File: src/rtl/tile_map_writer.sv
// Tile-index RAM write port for the MTL display path.
// Single-tile updates do a read-modify-write of one 32-bit word, since the RAM
// has no byte enables. Fill rewrites every word. Either command can be held
// until the next end-of-frame pulse so the update does not tear.
//
// state     | meaning
// ----------+---------------------------------------------------------
// IDLE      | ready for a command
// WAIT_SYNC | command latched, waiting for an i_end_frame pulse
// READ      | read strobe on the bus for the target word
// READ_WAIT | read data arrives; merge the tile into its byte lane
// WRITE     | write strobe with the merged word
// FILL      | one full-word write per cycle across the whole map
module tile_map_writer #(
  parameter int TILES_PER_LINE = 100,
  parameter int TILE_LINES     = 60,
  parameter int MEM_ADDR_WIDTH = 30,
  parameter int TILE_IDX_BASE  = 0
) (
  input  logic                      display_clock,
  input  logic                      reset,
  input  logic                      i_cmd_valid,
  output logic                      o_cmd_ready,
  input  logic                      i_cmd_op,
  input  logic                      i_cmd_sync,
  input  logic [6:0]                i_cmd_x,
  input  logic [5:0]                i_cmd_y,
  input  logic [7:0]                i_cmd_tile,
  input  logic                      i_end_frame,
  output logic [MEM_ADDR_WIDTH-1:0] o_mem_addr,
  output logic                      o_mem_read,
  input  logic [31:0]               i_mem_readdata,
  output logic                      o_mem_write,
  output logic [31:0]               o_mem_writedata,
  output logic                      o_busy,
  output logic [7:0]                o_drop_count
);

  localparam int FILL_WORDS = (TILES_PER_LINE * TILE_LINES + 3) / 4;
  localparam int CNT_W      = (FILL_WORDS > 1) ? $clog2(FILL_WORDS) : 1;
  localparam logic [CNT_W-1:0]          FILL_LAST = CNT_W'(FILL_WORDS - 1);
  localparam logic [MEM_ADDR_WIDTH-1:0] BASE_ADDR = MEM_ADDR_WIDTH'(TILE_IDX_BASE);

  typedef enum logic [2:0] {
    IDLE, WAIT_SYNC, READ, READ_WAIT, WRITE, FILL
  } state_t;

  state_t state, state_next;

  logic             cmd_op;
  logic [7:0]       cmd_tile;
  logic [10:0]      cmd_word;
  logic [1:0]       cmd_lane;
  logic [CNT_W-1:0] fill_cnt;

  logic [12:0] lin_in;
  logic        in_range;
  logic        xfer;
  logic        drop;
  logic [10:0] word_src;
  logic [7:0]  tile_src;
  logic [31:0] merged;

  assign lin_in   = 13'(i_cmd_y) * 13'(TILES_PER_LINE) + 13'(i_cmd_x);
  assign in_range = (int'(i_cmd_x) < TILES_PER_LINE) && (int'(i_cmd_y) < TILE_LINES);
  assign xfer     = i_cmd_valid && (state == IDLE);
  assign drop     = xfer && !i_cmd_op && !in_range;

  // Leaving IDLE directly, the latched fields are not loaded yet; use the inputs.
  assign word_src = (state == IDLE) ? lin_in[12:2] : cmd_word;
  assign tile_src = (state == IDLE) ? i_cmd_tile : cmd_tile;

  assign o_cmd_ready = (state == IDLE);
  assign o_busy      = (state != IDLE);

  // Next-state decode.
  always_comb begin
    state_next = state;
    case (state)
      IDLE: begin
        if (xfer && !drop) begin
          if (i_cmd_sync)    state_next = WAIT_SYNC;
          else if (i_cmd_op) state_next = FILL;
          else               state_next = READ;
        end
      end
      WAIT_SYNC: if (i_end_frame) state_next = cmd_op ? FILL : READ;
      READ:      state_next = READ_WAIT;
      READ_WAIT: state_next = WRITE;
      WRITE:     state_next = IDLE;
      FILL:      if (fill_cnt == FILL_LAST) state_next = IDLE;
      default:   state_next = IDLE;
    endcase
  end

  // Replace the addressed byte lane of the returned word with the new tile.
  always_comb begin
    merged = i_mem_readdata;
    merged[{cmd_lane, 3'b000} +: 8] = cmd_tile;
  end

  // State register and command capture at transfer.
  always_ff @(posedge display_clock) begin
    if (!reset) begin
      state    <= IDLE;
      cmd_op   <= 1'b0;
      cmd_tile <= 8'd0;
      cmd_word <= 11'd0;
      cmd_lane <= 2'd0;
    end else begin
      state <= state_next;
      if (xfer && !drop) begin
        cmd_op   <= i_cmd_op;
        cmd_tile <= i_cmd_tile;
        cmd_word <= lin_in[12:2];
        cmd_lane <= lin_in[1:0];
      end
    end
  end

  // Saturating count of out-of-range single-tile commands.
  always_ff @(posedge display_clock) begin
    if (!reset) begin
      o_drop_count <= 8'd0;
    end else if (drop && (o_drop_count != 8'hFF)) begin
      o_drop_count <= o_drop_count + 8'd1;
    end
  end

  // Registered memory bus: strobes follow the state being entered; address and data hold otherwise.
  always_ff @(posedge display_clock) begin
    if (!reset) begin
      o_mem_read      <= 1'b0;
      o_mem_write     <= 1'b0;
      o_mem_addr      <= '0;
      o_mem_writedata <= 32'd0;
      fill_cnt        <= '0;
    end else begin
      o_mem_read  <= (state_next == READ);
      o_mem_write <= (state_next == WRITE) || (state_next == FILL);
      if (state_next == READ) begin
        o_mem_addr <= BASE_ADDR + MEM_ADDR_WIDTH'(word_src);
      end else if (state_next == WRITE) begin
        o_mem_writedata <= merged;
      end else if (state_next == FILL) begin
        if (state != FILL) begin
          o_mem_addr      <= BASE_ADDR;
          o_mem_writedata <= {4{tile_src}};
          fill_cnt        <= '0;
        end else begin
          o_mem_addr <= o_mem_addr + MEM_ADDR_WIDTH'(1);
          fill_cnt   <= fill_cnt + CNT_W'(1);
        end
      end
    end
  end

endmodule
File: config.mk
export PLATFORM = sky130hd
export DESIGN_NAME = tile_map_writer
export DESIGN_NICKNAME = d
export VERILOG_FILES = /design/src/rtl/tile_map_writer.sv
export SDC_FILE = /design/constraint.sdc
export NUM_CORES = 1
export LEC_CHECK = 0
export ABC_CLOCK_PERIOD_IN_PS = 3660
export BUFFER_PORTS_ARGS = -buffer_cell sky130_fd_sc_hd__clkbuf_2
export CORE_MARGIN = 4
export CORE_UTILIZATION = 55
export DETAILED_ROUTE_END_ITERATION = 8
export GPL_TIMING_DRIVEN = 0
export PLACE_DENSITY = 0.8
export SLEW_MARGIN = 30
export SYNTH_ARGS = -nofsm -noshare
export SYNTH_HDL_FRONTEND = slang
export SYNTH_SLANG_ARGS = --single-unit
File: constraint.sdc
create_clock -name display_clock -period 3.66 [get_ports display_clock]
set_input_delay 0.549 -clock display_clock [delete_from_list [all_inputs] [get_ports display_clock]]
set_output_delay 0.549 -clock display_clock [all_outputs]
set_load 0.01 [all_outputs]
Yosys cells after proc, flatten, opt, wreduce, memory -nomap -nowiden:

Cells that the tools add are included.
Widths: inputs -> output; s select.

* add/sub/neg operators: 5
* multiply operators: 1
* order comparisons: 2
* eq/ne operators: 11
* shifts and indexed selects: 2
* muxes and demuxes: 18
* bitwise operators: 3
* reduce and logical (&&, ||, !) cells: 20

Operators with widths (count)
* $mux 32: 3
* $mux 11: 5
* $bwmux 32: 1
* $shift 8x7->32 const A: 1
* $shiftx 8x7->32: 1
* $add 30x1->30 const B: 1
* $mux 30: 1
* $mux 3: 6
* $pmux 3 s5: 1
* $add 13x7->13: 1
* $add 11x1->11 const B: 1
* $eq 11x11->1 const B: 1
* $mul 6x5->11 const B: 1
* $eq 3x2->1 const B: 3
* $eq 3x3->1 const B: 3
* $add 8x1->8 const B: 1
* $mux 8: 1
* $ne 8x8->1 const B: 1
* $lt 7x7->1 const B: 1
* $neg 5->7: 1
* $logic_and 1x1->1: 6
* $lt 6x6->1 const B: 1
* $reduce_and 3->1: 2
* $reduce_bool 2->1: 3
* 10 further kinds: 15

* register bits: 108
* input bits: 59
* output and inout port bits: 74
* logic and storage cells: 74

Longest topological paths before layout:

Gate-level depths: netlist of run 1.

* word-level depth: 12
* depth in mapped cells: 12

Least setup slack after synthesis of run 1:

OpenSTA, ideal clock, no wires.

* path type: input to register
* from: in i_cmd_y[1]
* to: reg cmd_word[10]
* library setup time: 0.079 ns
* data arrival time: 3.176 ns
* required time: 3.581 ns
* slack: 0.405 ns
* stages: 10
* path buffers: 0
* cells stage by stage: ha_1 -> ha_1 -> ha_1 -> fa_1 -> xor2_1 -> o211ai_1 -> nor2_1 -> nand4b_1 -> or4_1 -> o211ai_1

* longest elaborated chain between the ends: 6
* elaborated cells on any way between the ends: 8

Ends and longest elaborated chain
* start: declaration: RTL line 27 `input logic [5:0] i_cmd_y,`
* parallel branches: the longest is 6 deep, another holds $add 13x7->13
* end signal: assignment: RTL line 115 `cmd_word <= lin_in[12:2];`
* end: declaration: RTL line 52 `logic [10:0] cmd_word;`

Parallel ways; which one is timed is not known.
A chain may end at the register's enable or synchronous reset.

Worst setup path after layout of run 1:

Ends and elaborated chain as after synthesis.

==> flow_metrics.tcl, run 1 <==
set metrics [dict create \
    run_status "completed" \
    gp_congestion 0.9173 \
    seq_area_frac_synth 0.3434 \
    drt_wl_total_um 17640 \
    clk-insertion-delay-late_ps 350 \
    layout.nets 1038 \
    netSwitchingFraction 0.3335 \
    postSynth.topFlopCell "sky130_fd_sc_hd__dfxtp_1" \
    max_slew.worst_pin.slew_ps 887.7 \
    cp-end-kind "flip-flop" \
    final-hold-violation-count 0 \
    stdcell_count 1086 \
    synthesis.nets 896 \
    vias_per_cell 5.871 \
    worst-setup-path-type "primary input to flip-flop" \
    finalWorstPathRequiredPeriod_ps 3298 \
    post_route_clock_skew_ps 9.670 \
    worst_setup_hold_path_clk_slew_ps 80 \
    dp.final_hpwl_um 13260 \
    timing.max_slew.rel_slack 0.4036 \
    regToRegEndpoint "o_mem_addr[26]$_SDFFE_PP0P_" \
    placed_cells_incl_taps 1070 \
    clock_power_share 0.313 \
    min_period_over_period 0.9011 \
    timing.reg2reg.worst_path_depth 8 \
    p_per_area_mw_per_mm2 425.9 \
    timing.max_cap.violations 0 \
    maximum_operating_frequency_ghz 0.3032 \
    worst-endpoint-required_ps 3940 \
    cts_made_buffers 9 \
    timing.final.setup_violations 0 \
    internal_power_mw 2.108 \
    critical_path.max_stage_delay_ps 490 \
    grt_pass1_vias 5710 \
    synthDistinctLibCells 63 \
    die-height_um 115.0 \
    h-tree-depth 3 \
    initial_utilization 0.5708 \
    combPwrFrac 0.265 \
    rows 38 \
    ys_seq_elements 108 \
    postCtsResizedCells 0 \
    antenna_left 0 \
    critical_path.most_common_cell "sky130_fd_sc_hd__ha_1" \
    yosys-top-cells-area "sky130_fd_sc_hd__dfxtp_1 (34%), sky130_fd_sc_hd__nor2_1 (7.3%), sky130_fd_sc_hd__ha_1 (7.2%), sky130_fd_sc_hd__a21oi_1 (5.5%), sky130_fd_sc_hd__nand2_1 (5.1%)" \
    cts_tree "yes" \
    antenna_found_initial 0 \
    regArea_mm2 0.002162 \
    timing.final.ws_setup_ps 361.9 \
    total_power_mw 3.163 \
    multiInputGateArea_mm2 0.003891 \
    timing.critical_path.depth 11 \
    r2r_setup_slack_ps 570 \
    ant_diodes 0 \
    timing.critical_path.slowest_stage_cell "sky130_fd_sc_hd__or4_1" \
    cellLeakagePower_nw 3.013 \
    p_seq_frac 0.422 \
    area_growth_from_synthesis_to_final_layout_pct 17.96 \
    synth_largest_type_area_fraction 0.3434 \
    ios 133 \
    hold_path.startpoint "i_cmd_x[0]" \
    fillCellCount 988 \
    crit_chain "clkbuf_2, ha_1, ha_1, ha_1, fa_1, xor2_1, o211ai_1, nor2_1, nand4b_1, or4_1, o211ai_1" \
    max-clock-path-buffers 2 \
    number_of_enable_type_register_cells_in_the_synthesized_netlist 0 \
    global_route.overflow_total 0 \
    synth.top_cells.by_count "sky130_fd_sc_hd__nor2_1 (122), sky130_fd_sc_hd__dfxtp_1 (108), sky130_fd_sc_hd__nand2_1 (86)" \
    critical_path.n_buffers_inverters 1 \
    synthesized_cell_area_mm2 0.006296 \
    drc 0 \
    report.final.slew_viol_count 0 \
    critPathTopFamily "adder cells" \
    critPathMaxFanout 5 \
    setup-tns-final_ps 0 \
    rsz0062_at_grt "false" \
    cts_hold_buffers 0 \
    fin_area_mm2 0.007427 \
    synth_async_sr_flop_share 0 \
    floorplan.die_area_mm2 0.01322 \
    cts_root_buf "sky130_fd_sc_hd__clkbuf_16" \
    worstPathArrival_ps 3580 \
    synthesis.instances 799 \
    post_drt_wl_per_cell_um 16.25 \
    buffer_ports.inserted 131 \
    min_path_type "primary input to flip-flop" \
    die_width_um 115.0 \
    postPlaceCellArea_mm2 0.007127 \
    postSynthAreaPerCell_um2 7.880 \
    clock_sinks 108 \
    synthMostInstantiatedCell "sky130_fd_sc_hd__nor2_1" \
    irDropWorstVdd_mv 0.3553 \
    grt_first_pass_wirelength_um 27700 \
    yosys_warning_count 0 \
    worstReg2RegStart "state[2]$_SDFF_PN0_" \
    synth_largest_area_cell "sky130_fd_sc_hd__dfxtp_1" \
    drt-initial-drc-count 705 \
    timing.critical_path.from "i_cmd_y[1]" \
    coreArea_mm2 0.01103 \
    post-place-ws_ps 7.567 \
    gr-usage-all-layers 0.2596 \
    route.vias.total 6376 \
    critical_path.endpoint "cmd_word[10]$_SDFFE_PN0N_" \
    detail_route.first_pass.iterations 5 \
    post_cts_buffers 0 \
    critPathLaunchType "primary input" \
    layout_cells_sized_above_1 0.1712 \
    total_net_switching_power_mw 1.055 \
    grt_start_max_net_pins 19 \
]
-- registers in the layout, summed over array words and instances, names as in the netlist --
| signal | flops |
|---|---|
| cmd_word | 11 |
| o_mem_writedata | 32 |
| cmd_lane | 2 |
| o_mem_addr | 30 |
| cmd_op | 1 |
| state | 3 |
| o_mem_write | 1 |
| o_drop_count | 8 |
| fill_cnt | 11 |
| cmd_tile | 8 |
| o_mem_read | 1 |
-- power by group through the flow --
stage / sequential (mW) / combinational (mW) / clock, mW
after CTS: 1.33 / 0.829 / 1.00
final: 1.34 / 0.837 / 0.991
after global placement: 1.36 / 0.809 / 0
after floorplan: 1.35 / 0.565 / 0
after global routing: 1.34 / 0.933 / 1.05
after detailed placement: 1.36 / 0.824 / 0
-- worst min-delay path by stage --
stage                                     endpoint  cells past startpoint
after floorplan           cmd_word[3]$_SDFFE_PN0N_                      2
after CTS                 cmd_lane[0]$_SDFFE_PN0N_                      3
after global routing      cmd_tile[4]$_SDFFE_PN0N_                      3
after detailed placement  cmd_word[4]$_SDFFE_PN0N_                      2
after global placement    cmd_word[5]$_SDFFE_PN0N_                      2
final                     cmd_lane[0]$_SDFFE_PN0N_                      3
-- cell usage in the layout (no fill, tap or decap), types with 3 or more instances in the layout --
cell type / synthesis / final
sky130_fd_sc_hd__nor2b_1: 36 / 36
sky130_fd_sc_hd__inv_1: 17 / 17
sky130_fd_sc_hd__xnor2_1: 33 / 33
sky130_fd_sc_hd__buf_6: 3 / 3
sky130_fd_sc_hd__o21a_1: 8 / 8
sky130_fd_sc_hd__and4_1: 3 / 3
sky130_fd_sc_hd__and3_1: 7 / 7
sky130_fd_sc_hd__nor4bb_1: 3 / 3
sky130_fd_sc_hd__mux2i_1: 7 / 7
sky130_fd_sc_hd__a21o_1: 4 / 4
sky130_fd_sc_hd__clkbuf_16: 0 / 9
sky130_fd_sc_hd__a21oi_1: 69 / 69
sky130_fd_sc_hd__nand2_1: 86 / 86
sky130_fd_sc_hd__dfxtp_1: 108 / 108
sky130_fd_sc_hd__or3_1: 4 / 4
sky130_fd_sc_hd__ha_1: 36 / 36
sky130_fd_sc_hd__o211ai_1: 6 / 6
sky130_fd_sc_hd__nand4_1: 12 / 12
sky130_fd_sc_hd__nor3_1: 25 / 25
sky130_fd_sc_hd__buf_1: 4 / 4
sky130_fd_sc_hd__xor2_1: 11 / 11
sky130_fd_sc_hd__nor2_1: 122 / 122
sky130_fd_sc_hd__and2_1: 8 / 8
sky130_fd_sc_hd__a31oi_1: 5 / 5
sky130_fd_sc_hd__a211oi_1: 35 / 35
sky130_fd_sc_hd__o31ai_1: 4 / 4
sky130_fd_sc_hd__nand2b_1: 3 / 3
sky130_fd_sc_hd__clkbuf_1: 32 / 32
sky130_fd_sc_hd__and4b_1: 4 / 4
sky130_fd_sc_hd__o21ai_0: 22 / 22
sky130_fd_sc_hd__a221oi_1: 3 / 3
sky130_fd_sc_hd__nor4_1: 9 / 9
sky130_fd_sc_hd__nand3_1: 28 / 28
sky130_fd_sc_hd__clkbuf_2: 0 / 131
-- layer usage --
metal  up-vias  wire length [µm]  global-route usage
met5         -                 0                   0
met2       260              8302              0.4178
met1      2984              7711              0.3539
met3        25              1311             0.04421
li1       3107                 -                   -
met4         0               318             0.08764
-- tightest hold or removal path, stage by stage --
cell                       delay, ps
sky130_fd_sc_hd__clkbuf_2         90
sky130_fd_sc_hd__nand2_1          50
sky130_fd_sc_hd__a21oi_1          50
-- metrics by stage --
step	hold slack, ps	utilization
2_1_floorplan	435.7	-
3_3_place_gp	441.3	0.6461
3_5_place_dp	448.1	0.6461
4_1_cts	415.4	0.6733
5_1_grt	426.6	0.6733
6_report	426.8	0.6733
-- cell type report --
type                            instances  share of cell area
Clock inverter                          7             0.01011
Sequential cell                       108              0.2911
Timing Repair Buffer                  131             0.08827
Tap cell                              140             0.02358
Buffer                                 41             0.02409
Multi-Input combinational cell        633              0.5239
Inverter                               17            0.008592
Clock buffer                            9             0.03032
-- cells by family (layout without fill, tap and decap cells) --
logic type               after synthesis  count (layout)  synth area share
adder cells (fa/ha/maj)               38              38           0.07790
buffers and inverters                 58             205           0.03855
multiplexers                           8               8           0.01292
AND/OR/NAND/NOR                      369             369            0.2903
XOR/XNOR                              44              44           0.06121
flip-flops                           108             108            0.3434
AO/OA/AOI/OAI                        174             174            0.1757
Power figures use the tool's default switching activity.
==> inputs of run 2 (changes only) <==
Settings changed: CORE_MARGIN 4 to 10.
==> flow_metrics.tcl, run 2 (synthesis results as in run 1) <==
set metrics [dict create \
    gr-usage-all-layers 0.2215 \
    coreArea_mm2 0.01132 \
    ant_diodes 0 \
    die-height_um 127.0 \
    antenna_found_initial 0 \
    layout_top_registers "o_mem_writedata (32), o_mem_addr (30)" \
    postCtsResizedCells 0 \
    min_period_over_period 0.9041 \
    post_drt_wl_per_cell_um 17.14 \
    clk-insertion-delay-late_ps 360 \
    dp.final_hpwl_um 13990 \
    worst-endpoint-required_ps 3940 \
    post-place-ws_ps -7.706 \
    postPlaceCellArea_mm2 0.007131 \
    floorplan.die_area_mm2 0.01613 \
    most_frequent_cells_in_the_layout "sky130_fd_sc_hd__clkbuf_2 (131), sky130_fd_sc_hd__nor2_1 (122), sky130_fd_sc_hd__dfxtp_1 (108)" \
    drt_wl_total_um 18660 \
    run_status "completed" \
    irDropWorstVdd_mv 0.3647 \
    buffer_ports.inserted 131 \
    cts_hold_buffers 0 \
    timing.final.ws_setup_ps 351.1 \
    grt_first_pass_wirelength_um 29900 \
    fillCellCount 1025 \
    timing.reg2reg.worst_path_depth 8 \
    grt_start_max_net_pins 18 \
    final-hold-violation-count 0 \
    antenna_left 0 \
    max_slew.worst_pin.slew_ps 909.7 \
    detail_route.first_pass.iterations 5 \
    timing.max_cap.violations 0 \
    h-tree-depth 3 \
    cts_made_buffers 9 \
    cts_tree "yes" \
    post_cts_buffers 0 \
    cp-end-kind "flip-flop" \
    grt_pass1_vias 5956 \
    stdcell_count 1089 \
    timing.max_slew.rel_slack 0.3889 \
    worst-setup-path-type "primary input to flip-flop" \
    rsz0062_at_grt "false" \
    drc 0 \
    clock_sinks 108 \
    final_common_cell "sky130_fd_sc_hd__clkbuf_2" \
    route.vias.total 6418 \
    cellLeakagePower_nw 3.011 \
    initial_utilization 0.5561 \
    gp_congestion 0.9548 \
    ios 133 \
    worstPathArrival_ps 3590 \
    max-clock-path-buffers 2 \
    critPathLaunchType "primary input" \
    post_route_clock_skew_ps 9.981 \
    report.final.slew_viol_count 0 \
    layout.nets 1038 \
    min_path_type "primary input to flip-flop" \
    cts_root_buf "sky130_fd_sc_hd__clkbuf_16" \
    rows 39 \
    global_route.overflow_total 0 \
    timing.hold.worst_path_depth 3 \
    timing.final.setup_violations 0 \
    die_width_um 127.0 \
    final_util 0.6565 \
    critPathMaxFanout 5 \
    fin_area_mm2 0.007432 \
    fin_worst_hold_slack_ps 423.3 \
    vias_per_cell 5.893 \
    p_per_area_mw_per_mm2 428.4 \
    registers.top_by_ff_count "o_mem_writedata" \
    worst_setup_hold_path_clk_slew_ps 70 \
    placed_cells_incl_taps 1073 \
    area_growth_from_synthesis_to_final_layout_pct 18.04 \
    finalWorstPathRequiredPeriod_ps 3309 \
    drt-initial-drc-count 654 \
    layout_cells_sized_above_1 0.1702 \
    maximum_operating_frequency_ghz 0.3022 \
    largest_reg_flops 32 \
]
[run 2: cell types whose count changed in the layout (fill, tap and decap cells not counted), sizes merged]
| cell | before | now |
|---|---|---|
| inv | 19 | 18 |
| clkinv | 2 | 1 |
| clkbuf | 172 | 174 |
[run 2: metrics by stage]
step	total power [mW]	TNS, ps
after floorplan	1.917	0
after global placement	2.171	0
after detailed placement	2.184	-7.706
after CTS	3.176	0
after global routing	3.340	0
final	3.184	0
[run 2: area by class of cell]
cell class,count,area (µm²),share of cell area
Multi-Input combinational cell,633,3891,0.5236
Clock buffer,11,242.7,0.03266
Tap cell,143,178.9,0.02407
Inverter,17,63.81,0.008586
Clock inverter,5,58.81,0.007912
Timing Repair Buffer,131,655.6,0.08822
Buffer,41,178.9,0.02407
Sequential cell,108,2162,0.2909
[run 2: critical path: stages]
cell	delay [ps]
sky130_fd_sc_hd__clkbuf_2	120
sky130_fd_sc_hd__ha_1	300
sky130_fd_sc_hd__ha_1	300
sky130_fd_sc_hd__ha_1	320
sky130_fd_sc_hd__fa_1	470
sky130_fd_sc_hd__xor2_1	370
sky130_fd_sc_hd__o211ai_1	180
sky130_fd_sc_hd__nor2_1	180
sky130_fd_sc_hd__nand4b_1	170
sky130_fd_sc_hd__or4_1	510
sky130_fd_sc_hd__o211ai_1	120
[run 2: worst paths after layout]
| path | from | slack, ps | end |
|---|---|---|---|
| hold reg to reg | cmd_word[5]$_SDFFE_PN0N_ | 460 | cmd_word[5]$_SDFFE_PN0N_ |
| setup reg to reg | state[2]$_SDFF_PN0_ | 700 | o_mem_addr[19]$_SDFFE_PP0P_ |
| setup / recovery | i_cmd_y[1] | 350 | cmd_word[10]$_SDFFE_PN0N_ |
| hold / removal | i_cmd_x[0] | 420 | cmd_lane[0]$_SDFFE_PN0N_ |
[run 2: where the power goes]
group          internal (mW)  leakage (nW)  switching, mW
Clock                  0.551         0.142          0.457
Combinational          0.321          1.99          0.522
Sequential              1.25         0.876         0.0809
[run 2: routing by layer]
metal,up-vias,track usage,share of wire
li1,3106,-,-
met1,3008,0.2885,0.43
met4,0,0.08372,0.025
met5,-,0,0
met3,41,0.05087,0.074
met2,263,0.3493,0.47
